## src/rtl/shift_reg_pkg.sv

```systemverilog
// Shared encodings for the shift-register sequencer: operations, FSM states,
// direction constants and the latched command payload.
package shift_reg_pkg;

  localparam int unsigned DATA_W = 4;
  localparam int unsigned OP_W   = 2;

  typedef enum logic [OP_W-1:0] {
    OP_SHIFT  = 2'b00,
    OP_ROTATE = 2'b01,
    OP_LOAD   = 2'b10,
    OP_HOLD   = 2'b11
  } op_e;

  typedef enum logic [1:0] {
    ST_IDLE  = 2'd0,
    ST_RUN   = 2'd1,
    ST_CHECK = 2'd2
  } state_e;

  localparam logic DIR_LEFT  = 1'b0;
  localparam logic DIR_RIGHT = 1'b1;

  typedef struct packed {
    op_e               op;
    logic              dir;
    logic [DATA_W-1:0] d;
    logic              sin;
  } cmd_t;

endpackage

```

## src/rtl/shift_reg_model.sv

```systemverilog
// Next-value function of the controlled 4-bit shift register, used to track
// the expected register contents.
module shift_reg_model
  import shift_reg_pkg::*;
(
  input  logic [DATA_W-1:0] exp_i,
  input  cmd_t              cmd_i,
  output logic [DATA_W-1:0] exp_nxt_c
);

  always_comb begin
    exp_nxt_c = exp_i;
    case (cmd_i.op)
      OP_SHIFT:  exp_nxt_c = (cmd_i.dir == DIR_RIGHT) ? {cmd_i.sin, exp_i[DATA_W-1:1]}
                                                      : {exp_i[DATA_W-2:0], cmd_i.sin};
      OP_ROTATE: exp_nxt_c = (cmd_i.dir == DIR_LEFT)  ? {exp_i[DATA_W-2:0], exp_i[DATA_W-1]}
                                                      : {exp_i[0], exp_i[DATA_W-1:1]};
      OP_LOAD:   exp_nxt_c = cmd_i.d;
      default:   exp_nxt_c = exp_i;
    endcase
  end

endmodule

```

## src/rtl/shift_reg_sequencer.sv

```systemverilog
// Command sequencer driving a 4-bit shift register for N cycles per command.
// Optional result checking against an internal model: SHIFT_REG_SEQ_COMPARE_EN.
module shift_reg_sequencer
  import shift_reg_pkg::*;
#(
  parameter int unsigned CNT_W = 3
) (
  input  logic              CLK,
  input  logic              RESET_L,
  input  logic              CMD_VALID,
  output logic              CMD_READY,
  input  logic [OP_W-1:0]   CMD_OP,
  input  logic              CMD_DIR,
  input  logic [DATA_W-1:0] CMD_D,
  input  logic              CMD_SIN,
  input  logic [CNT_W-1:0]  CMD_COUNT,
  output logic              ENB,
  output logic              DIR,
  output logic [OP_W-1:0]   MODO,
  output logic [DATA_W-1:0] D,
  output logic              S_IN,
  input  logic [DATA_W-1:0] Q_IN,
  output logic              DONE,
  output logic              ERR,
  output logic [3:0]        ERR_CNT
);

  state_e           state_q, state_d;
  logic [CNT_W-1:0] cnt_q, cnt_d;
  cmd_t             cmd_q, cmd_d;
  logic             enb_q, enb_d;
  logic             done_q, done_d;
  logic             ready_q, ready_d;

  always_ff @(posedge CLK or negedge RESET_L) begin
    if (!RESET_L) begin
      state_q <= ST_IDLE;
      cnt_q   <= '0;
      cmd_q   <= '{op: OP_SHIFT, dir: DIR_LEFT, d: '0, sin: 1'b0};
      enb_q   <= 1'b0;
      done_q  <= 1'b0;
      ready_q <= 1'b1;
    end else begin
      state_q <= state_d;
      cnt_q   <= cnt_d;
      cmd_q   <= cmd_d;
      enb_q   <= enb_d;
      done_q  <= done_d;
      ready_q <= ready_d;
    end
  end

  // Outputs are computed from the next state so they line up with it after the edge.
  always_comb begin
    state_d = state_q;
    cnt_d   = cnt_q;
    cmd_d   = cmd_q;
    case (state_q)
      ST_IDLE: begin
        if (CMD_VALID && ready_q) begin
          cmd_d   = '{op: op_e'(CMD_OP), dir: CMD_DIR, d: CMD_D, sin: CMD_SIN};
          cnt_d   = (op_e'(CMD_OP) == OP_LOAD) ? CNT_W'(1) : CMD_COUNT;
          state_d = (cnt_d == '0) ? ST_CHECK : ST_RUN;
        end
      end
      ST_RUN: begin
        cnt_d = cnt_q - CNT_W'(1);
        if (cnt_q == CNT_W'(1)) state_d = ST_CHECK;
      end
      ST_CHECK: state_d = ST_IDLE;
      default:  state_d = ST_IDLE;
    endcase
    enb_d   = (state_d == ST_RUN) && (cmd_d.op != OP_HOLD);
    done_d  = (state_d == ST_CHECK);
    ready_d = (state_d == ST_IDLE);
  end

  assign CMD_READY = ready_q;
  assign ENB       = enb_q;
  assign DIR       = cmd_q.dir;
  assign MODO      = cmd_q.op;
  assign D         = cmd_q.d;
  assign S_IN      = cmd_q.sin;
  assign DONE      = done_q;

`ifdef SHIFT_REG_SEQ_COMPARE_EN
  logic [DATA_W-1:0] exp_q, exp_d, exp_nxt_c;
  logic              err_q, err_d;
  logic [3:0]        err_cnt_q, err_cnt_d;

  shift_reg_model u_model (
    .exp_i     (exp_q),
    .cmd_i     (cmd_q),
    .exp_nxt_c (exp_nxt_c)
  );

  always_ff @(posedge CLK or negedge RESET_L) begin
    if (!RESET_L) begin
      exp_q     <= '0;
      err_q     <= 1'b0;
      err_cnt_q <= '0;
    end else begin
      exp_q     <= exp_d;
      err_q     <= err_d;
      err_cnt_q <= err_cnt_d;
    end
  end

  // EXP advances on the same edges the register sees ENB; compare happens in CHECK.
  always_comb begin
    exp_d     = exp_q;
    err_d     = err_q;
    err_cnt_d = err_cnt_q;
    if (enb_q) exp_d = exp_nxt_c;
    if ((state_q == ST_CHECK) && (Q_IN != exp_q)) begin
      err_d = 1'b1;
      if (err_cnt_q != 4'hF) err_cnt_d = err_cnt_q + 4'd1;
    end
  end

  assign ERR     = err_q;
  assign ERR_CNT = err_cnt_q;
`else
  logic unused_q_in;
  assign unused_q_in = ^Q_IN;
  assign ERR     = 1'b0;
  assign ERR_CNT = 4'd0;
`endif

endmodule

```

## config.mk

```make
export PLATFORM = sky130hd
export DESIGN_NAME = shift_reg_sequencer
export DESIGN_NICKNAME = d
export VERILOG_FILES = /design/src/rtl/shift_reg_pkg.sv /design/src/rtl/shift_reg_model.sv /design/src/rtl/shift_reg_sequencer.sv
export SDC_FILE = /design/constraint.sdc
export NUM_CORES = 1
export LEC_CHECK = 0
export BUFFER_PORTS_ARGS = -buffer_cell sky130_fd_sc_hd__buf_4
export CORE_UTILIZATION = 45
export CTS_CLUSTER_DIAMETER = 50
export CTS_CLUSTER_SIZE = 20
export DETAILED_ROUTE_END_ITERATION = 16
export PLACE_DENSITY = 0.88
export SLEW_MARGIN = 20
export SYNTH_ARGS = -nofsm -noshare
export SYNTH_HDL_FRONTEND = slang
export SYNTH_HIERARCHICAL = 1
export SYNTH_SLANG_ARGS = --single-unit
```

## constraint.sdc

```tcl
create_clock -name CLK -period 1.7 [get_ports CLK]
set_input_delay 0.085 -clock CLK [delete_from_list [all_inputs] [get_ports CLK]]
set_output_delay 0.085 -clock CLK [all_outputs]
set_load 0.01 [all_outputs]
```

==> results of run 1 <==
final timing paths:
kind,cells after the start,slack (ns),end
max,3,0.10,D[0]
min,2,0.03,D[2]
max reg2reg,3,0.10,D[0]
min reg2reg,1,0.51,DIR
max in group asynchronous,2,1.27,CMD_READY
min in group asynchronous,2,0.18,D[2]
kinds of logic after synthesis:
logic type	Yosys count	share of synthesized area, %
and+or+nand+nor	15	10.3
muxes	9	12.7
other	1	0.476
buffers and inverters	9	9.21
adders and majority gates	2	3.17
AOI/OAI and AO/OA	11	13.2
DFF	16	51.0
registers in the layout, indices dropped and copies added (netlist names):
| register | cells |
|---|---|
| D | 4 |
| S_IN | 1 |
| DONE | 1 |
| state_q | 2 |
| MODO | 2 |
| ENB | 1 |
| CMD_READY | 1 |
| DIR | 1 |
| cnt_q | 3 |
worst reg2reg max path, delay by kind of cell, from the launching register on:
family / cells / cell delay (ns)
buffers and inverters: 1 / 0.24
muxes: 1 / 0.36
DFF: 1 / 0.55
and+or+nand+nor: 1 / 0.34
metal layers:
metal | vias up | share of wire, % | global-route usage [%]
met5 | - | 0 | 0
met2 | 20 | 51 | 29.0
met3 | 2 | 5.7 | 3.75
li1 | 266 | - | -
met4 | 0 | 0.89 | 5.45
met1 | 268 | 43 | 20.2
final cells by class:
class / count / area, um^2
tap: 16 / 20.0
fill: 120 / 562
clock buffer: 4 / 36.3
timing repair buffer: 27 / 205
inverter: 2 / 7.51
multi-input combinational: 42 / 344
sequential: 16 / 402
cell usage in the layout (no fill, tap or decap), types with 2 or more instances in the layout:
cell,instances
dfrtp_1,15
mux2_2,8
clkbuf_4,3
nand2b_1,2
buf_4,26
a21o_1,2
nor2_1,3
conb_1,5
nor2b_1,2
inv_1,2
a211o_1,2
nand2_1,4
ha_1,2
per-stage QoR:
step	hold WS (ns)	setup slack (ns)	instances	cell area, um^2
2_1_floorplan	-0.211	0.155	67	803
3_3_place_gp	-0.0502	0.142	102	968
3_5_place_dp	-0.0436	0.112	102	968
4_1_cts	0.0288	0.0949	107	1010
5_1_grt	0.0315	0.0318	107	1010
6_report	0.0341	0.102	107	1010
power by group through the flow:
stage / clock network [uW] / logic, uW / registers [uW]
finish: 250 / 823 / 706
global route: 263 / 892 / 728
CTS: 256 / 833 / 709
detailed placement: 0 / 828 / 717
global placement: 0 / 793 / 695
floorplan: 0 / 469 / 740
timing repair:
action	in CTS	in global routing
hold endpoints to repair	16	0
hold buffers	1	0
endpoints found under the setup margin	0	0
setup buffers	0	0
==> metrics.txt, run 1 <==
Final Setup Violations 0; IO buf count 24; antenna cells 0; NumNets Final 112; Internal 1180 uW; Yosys top cell by area dfrtp_1; die height 43.9 um; CP top delay family flip-flops; post-synthesis register bit count 16; Placer Congestion 0.787; worst path arrival time 1.77 ns; drt drc 0; Max Fclk 0.626 GHz; status completed; sequential share of power 39.7%; vias in the first global route 567; Clock Sinks 16; top cell type's share of synthesized area 47.6%; register area share after synthesis 51.0%; share of cells above drive strength 1 47.3%; Final Util 64.4%; Clk network pwr share 14.1%; CTS tree done; Fin Setup TNS 0 ns; Leakage 0.000515 uW; HP Class primary input to flip-flop; hold wc startpoint CMD_D[2]; 1st-iter DRT viols 5; CP startpoint CMD_READY; Main synth FF type dfrtp_1; Vias 556; total CTS buffers 3; CP cell instances nor4bb_4 -> buf_4 -> mux2_2; IR drop worst, VDD 1.17 mV; WL final 1.47 mm; CP endpoint kind flip-flop; Root Buffer clkbuf_4; Slew Limit Fails 0; largest cells by area after synthesis dfrtp_1 (48%), mux2_2 (11%), buf_4 (5.7%), dfstp_2 (3.3%), ha_1 (3.2%); Layout area overhead 28.7%; Clock Skews 0.00555 ns; Setup CP Type flip-flop to flip-flop; RSZ-0062 raised after global routing false; Reg clk slew, reported paths 0.10 ns; full die area 1920 um^2; crit path time final 1.60 ns; first-pass GRT wire length 2.30 mm; grt total ovfl 0; pin count of the biggest net entering global routing 17; Die Width 43.9 um; Critical Path Fanout Max 11; num ports 34; post-DR vias/cell 5.20; final hold vios 0; gr usage total 16.6%; most common cell in the netlist dfrtp_1; maximum clock path buffer count 2; R2R Path Start CMD_READY; Post-CTS Resized 0; dpl hpwl 1.13 mm; Post-synth EDFFs 0; per-cell routed wire length 13.7 um; H-tree depth 1; Switch Pwr 604 uW; fraction of registers with async set/reset 100%; YS warnings 6; max cap viols 0; pwr/cell area 1750 nW/um^2; area of the mapped netlist 788 um^2; # rows 14; post-route ant nets 0; core area 1580 um^2; clk_lat worst skew 0.28 ns; Total Power 1780 uW; Final Cycle Share 94.0%; Slowest cell on crit path dfstp_2; CP Buf/Inv Count 1; top cells by count, synth dfrtp_1 (15), mux2_2 (8), buf_4 (6), nand2_1 (4), nor2_1 (3); initial antenna violation count 0; sw frac 33.9%; Worst EP required 1.87 ns; first drt pass iteration count 6; initial core utilization 50.0%; CP Launch Type flip-flop; syn avg cell area 12.5 um^2; Netlist cell types 26; Slowest Stage Delay on Critical Path 0.55 ns; Gate Count Post-Synth 63; power share of the combinational group 46.2%
Note: power is estimated with default switching activity, not from simulation.
==> run 2, diff against run 1 <==
- BUFFER_PORTS_ARGS: -buffer_cell sky130_fd_sc_hd__buf_4 -> unset
- CORE_UTILIZATION: 45 -> 58
- DONT_BUFFER_PORTS: unset -> 1
- PLACE_DENSITY: 0.88 -> 0.86
- SKIP_CTS_REPAIR_TIMING: unset -> 1
==> run 2 against run 1 <==
The flow now finishes with violations (negative hold slack). Largest power group is now sequential cells. Register-to-register slack lost 0.04 ns. Clock skew grew 0.0078 ns. Setup slack lost 0.045 ns.
==> metrics.txt, run 2 (same netlist as run 1, synthesis figures left out) <==
max cap viols 0 (unchanged); maximum clock path buffer count 2 (unchanged); Min Hold Slack -0.00229 ns (-0.0364 ns); max reg flops 4 (unchanged); R2R Setup Slk 0.06 ns (-0.04 ns); Rel. slew slack 53.6%; post-DR vias/cell 5.42 (+4.3%); Leakage 0.000449 uW (-13%); Worst-Margin Slew 0.694 ns; Setup CP Type flip-flop to flip-flop; Fin Setup TNS 0 ns (unchanged); CP Launch Type flip-flop; dpl hpwl 976 um (-14%); worst path arrival time 1.82 ns (+0.05 ns); pin count of the biggest net entering global routing 17 (unchanged); Worst EP required 1.88 ns (about the same); initial antenna violation count 0 (unchanged); Slowest Stage Delay on Critical Path 0.54 ns (about the same); Reg2Reg Depth 3 (unchanged); CP Buf/Inv Count 1 (unchanged); most frequent cells in the layout dfrtp_1 (15), dlygate4sd3_1 (12), mux2_2 (8); gr usage total 20.0% (+3.4 points); RSZ-0062 raised after global routing false; per-cell routed wire length 15.2 um (+11%); Clock Skews 0.0134 ns (+0.00780 ns); post-route ant nets 0 (unchanged); Root Buffer clkbuf_4; drt drc 0 (unchanged); Critical Path End D[3]; Die Width 38.9 um (-11%); WP depth 3 (unchanged); first-pass GRT wire length 1.86 mm (-19%); Clock Sinks 16 (unchanged); core area 1190 um^2 (-25%); share of cells above drive strength 1 25.3% (-22 points); Layout area overhead 20.5%; IR drop worst, VDD 0.949 mV (-19%); Final Setup Violations 0 (unchanged); 1st-iter DRT viols 2 (-3); Max Fclk 0.609 GHz (-2.7%); CTS tree done; Slowest cell on crit path dfstp_2; HP Class primary input to flip-flop; Critical Path Fanout Max 12 (+1); full die area 1510 um^2 (-21%); Placer Congestion 0.692 (-12%); first drt pass iteration count 2 (-4); pwr/cell area 1690 nW/um^2 (-3.9%); grt total ovfl 0 (unchanged); die height 38.9 um (-11%); violated checks negative hold slack; CP startpoint CMD_READY; most common cell after layout, fill and taps aside dfrtp_1; vias in the first global route 468 (-17%); WL final 1.41 mm (-3.5%); Vias 504 (-9.4%); antenna cells 0 (unchanged); final hold vios 1 (+1); status finished, violations left; # rows 12 (-2); clk_lat worst skew 0.30 ns (+0.02 ns); Reg clk slew, reported paths 0.10 ns (about the same); FF-to-FF End D[3]; total CTS buffers 3 (unchanged); R2R Path Start CMD_READY; Slew Limit Fails 0 (unchanged); num ports 34 (unchanged); CP endpoint kind flip-flop; Final Cycle Share 96.6% (+2.6 points); initial core utilization 66.5% (+16 points); H-tree depth 1 (unchanged); Final Util 80.1% (+16 points); CP top delay family flip-flops; crit path time final 1.64 ns (+0.0449 ns); NumNets Final 100 (-11%); IO buf count 0 (-100%); CP cell instances nor4bb_4 -> buf_4 -> mux2_2
run 2: cell types whose count changed in the layout (fill, tap and decap cells not counted):
cell / change
buf_4: -23
dlygate4sd3_1: +11
run 2: layout make-up:
class                      instances  area, um^2
sequential                        16         402
tap                               14        17.5
inverter                           2        7.51
multi-input combinational         42         344
timing repair buffer              15         143
clock buffer                       4        36.3
fill                              75         236
run 2: power breakdown:
part	internal [uW]	switching [uW]
Clock	131	125
Sequential	577	190
Combinational	332	246
run 2: per-layer routing:
metal	GRT usage, %	vias to the layer above	wire (um)
met5	0	-	0
li1	-	244	-
met2	35.8	23	782
met1	18.4	232	511
met3	9.25	5	95
met4	10.3	0	25
run 2: stage by stage:
stage / setup slack (ns) / total power (uW) / cells / hold WS [ns] / area [um^2]
detailed placement: 0.0802 / 1330 / 77 / -0.210 / 793
CTS: 0.0564 / 1580 / 81 / -0.535 / 830
floorplan: 0.155 / 1210 / 67 / -0.211 / 803
finish: 0.0575 / 1600 / 93 / -0.00229 / 950
global route: 0.00614 / 1700 / 93 / 0.0277 / 950
global placement: 0.126 / 1290 / 77 / -0.210 / 793
run 2: how the worst min path moves through the flow:
stage	to	slack [ns]	cells after the start	startpoint
3_3_place_gp	cnt_q[2]	-0.21	0	RESET_L
2_1_floorplan	DIR	-0.21	0	RESET_L
3_5_place_dp	cnt_q[2]	-0.21	0	RESET_L
6_report	cnt_q[0]	-0.002	2	CMD_COUNT[0]
5_1_grt	cnt_q[0]	0.03	2	CMD_COUNT[0]
4_1_cts	cnt_q[2]	-0.54	0	RESET_L
==> run 3, diff against run 2 <==
- MAX_ROUTING_LAYER: unset -> met4
==> run 3 against run 2 <==
The run still ends with negative hold slack left. Wire length is 0.21% higher. Final cell count is the same. Clock skew is essentially flat. Clock-buffer cell count unchanged. First-iteration DRC count stayed put. Design area unchanged. Non-clock buffer count unchanged. Combinational power is essentially flat. Critical path type unchanged. Largest cell class unchanged.
==> metrics.txt, run 3 (same netlist as run 1, synthesis figures left out) <==
full die area 1510 um^2 (unchanged); Final Setup Violations 0 (unchanged); RSZ-0062 raised after global routing false; Cells after DPL 77 (unchanged); dpl hpwl 976 um (unchanged); CP startpoint CMD_READY; Reg clk slew, reported paths 0.10 ns (about the same); first-pass GRT wire length 1.84 mm (-1.1%); max reg flops 4 (unchanged); most frequent cells in the layout dfrtp_1 (15), dlygate4sd3_1 (12), mux2_2 (8); sw frac 35.1% (about the same); share of cells above drive strength 1 25.3% (unchanged); drt drc 0 (unchanged); first drt pass iteration count 2 (unchanged); Internal 1040 uW (about the same); 1st-iter DRT viols 2 (unchanged); num ports 34 (unchanged); CTS tree done; Clk network pwr share 16.0% (about the same); status finished, violations left; initial antenna violation count 0 (unchanged); Placer Congestion 0.699 (+1.1%); worst path arrival time 1.82 ns (about the same); H-tree depth 1 (unchanged); CP endpoint kind flip-flop; crit path time final 1.64 ns (+0.000690 ns); Root Buffer clkbuf_4; Setup CP Type flip-flop to flip-flop; per-cell routed wire length 15.2 um (+0.21%); Total Power 1600 uW (about the same); Switch Pwr 561 uW (about the same); IR drop worst, VDD 0.949 mV (about the same); clk_lat worst skew 0.30 ns (about the same); Fin Setup TNS 0 ns (unchanged); NumNets Final 100 (unchanged); HP Class primary input to flip-flop; gr usage total 20.4% (+0.38 points); Reg2Reg Depth 3 (unchanged); post-DR vias/cell 5.40 (-0.40%); Worst EP required 1.87 ns (about the same); violated checks negative hold slack; Max Fclk 0.609 GHz (about the same); total CTS buffers 3 (unchanged); Worst-Margin Slew 0.694 ns (-0.00000763 ns); # rows 12 (unchanged); Critical Path Fanout Max 12 (unchanged); final hold vios 1 (unchanged); sequential share of power 47.9% (about the same); most common cell after layout, fill and taps aside dfrtp_1; post-route ant nets 0 (unchanged); Clock Skews 0.0138 ns (+0.000400 ns); pwr/cell area 1690 nW/um^2 (about the same); pin count of the biggest net entering global routing 17 (unchanged); Min Hold Slack -0.00214 ns (+0.000147 ns); Rel. slew slack 53.6% (about the same); IO buf count 0 (unchanged); R2R Setup Slk 0.06 ns (about the same); max cap viols 0 (unchanged); Vias 502 (-0.40%); core area 1190 um^2 (unchanged); CP Launch Type flip-flop; R2R Path Start CMD_READY; maximum clock path buffer count 2 (unchanged); Critical Path End D[3]; vias in the first global route 470 (+0.43%); power share of the combinational group 36.1% (about the same); initial core utilization 66.5% (unchanged); FF-to-FF End D[3]; WL final 1.42 mm (+0.21%); Layout area overhead 20.5% (unchanged); die height 38.9 um (unchanged); Finished Layout Cells 93 (unchanged); Leakage 0.000449 uW (unchanged); antenna cells 0 (unchanged); Slew Limit Fails 0 (unchanged); Clock Sinks 16 (unchanged); grt total ovfl 0 (unchanged); Die Width 38.9 um (unchanged); Final Cycle Share 96.7% (about the same)
run 3: power by group through the flow:
stage               clock network (uW)  registers, uW  logic [uW]
floorplan                            0            740         469
global placement                     0            768         524
detailed placement                   0            781         551
CTS                                258            771         553
global route                       269            791         635
finish                             256            767         578
run 3: stage by stage:
stage | hold WS (ns) | utilization (%) | setup WS (ns) | cell area [um^2]
after floorplan | -0.211 | - | 0.155 | 803
after global placement | -0.210 | 66.9 | 0.126 | 793
after detailed placement | -0.210 | 66.9 | 0.0802 | 793
after CTS | -0.535 | 69.9 | 0.0564 | 830
after global routing | 0.0277 | 80.1 | 0.00614 | 950
final | -0.00214 | 80.1 | 0.0568 | 950
run 3: how the worst min path moves through the flow:
stage                       startpoint  endpoint  slack [ns]  depth (start not counted)
after floorplan                RESET_L       DIR       -0.21                          0
after global placement         RESET_L  cnt_q[2]       -0.21                          0
after detailed placement       RESET_L  cnt_q[2]       -0.21                          0
after CTS                      RESET_L  cnt_q[2]       -0.54                          0
after global routing      CMD_COUNT[0]  cnt_q[0]        0.03                          2
final                     CMD_COUNT[0]  cnt_q[0]      -0.002                          2
run 3: layout make-up:
type	count	area, um^2
Inverter	2	7.51
Timing Repair Buffer	15	143
Fill cell	75	236
Clock buffer	4	36.3
Sequential cell	16	402
Multi-Input combinational cell	42	344
Tap cell	14	17.5
run 3: worst max-delay path: stages (launching register included):
cell      delay (ns)
dfstp_2         0.54
nor4bb_4        0.35
buf_4           0.26
mux2_2          0.36
run 3: routing by layer:
layer	global-route usage [%]	vias up	wire, um
met1	18.4	231	513
met5	-	-	0
met4	10.3	0	25
met2	35.8	23	783
li1	-	244	-
met3	8.67	4	94
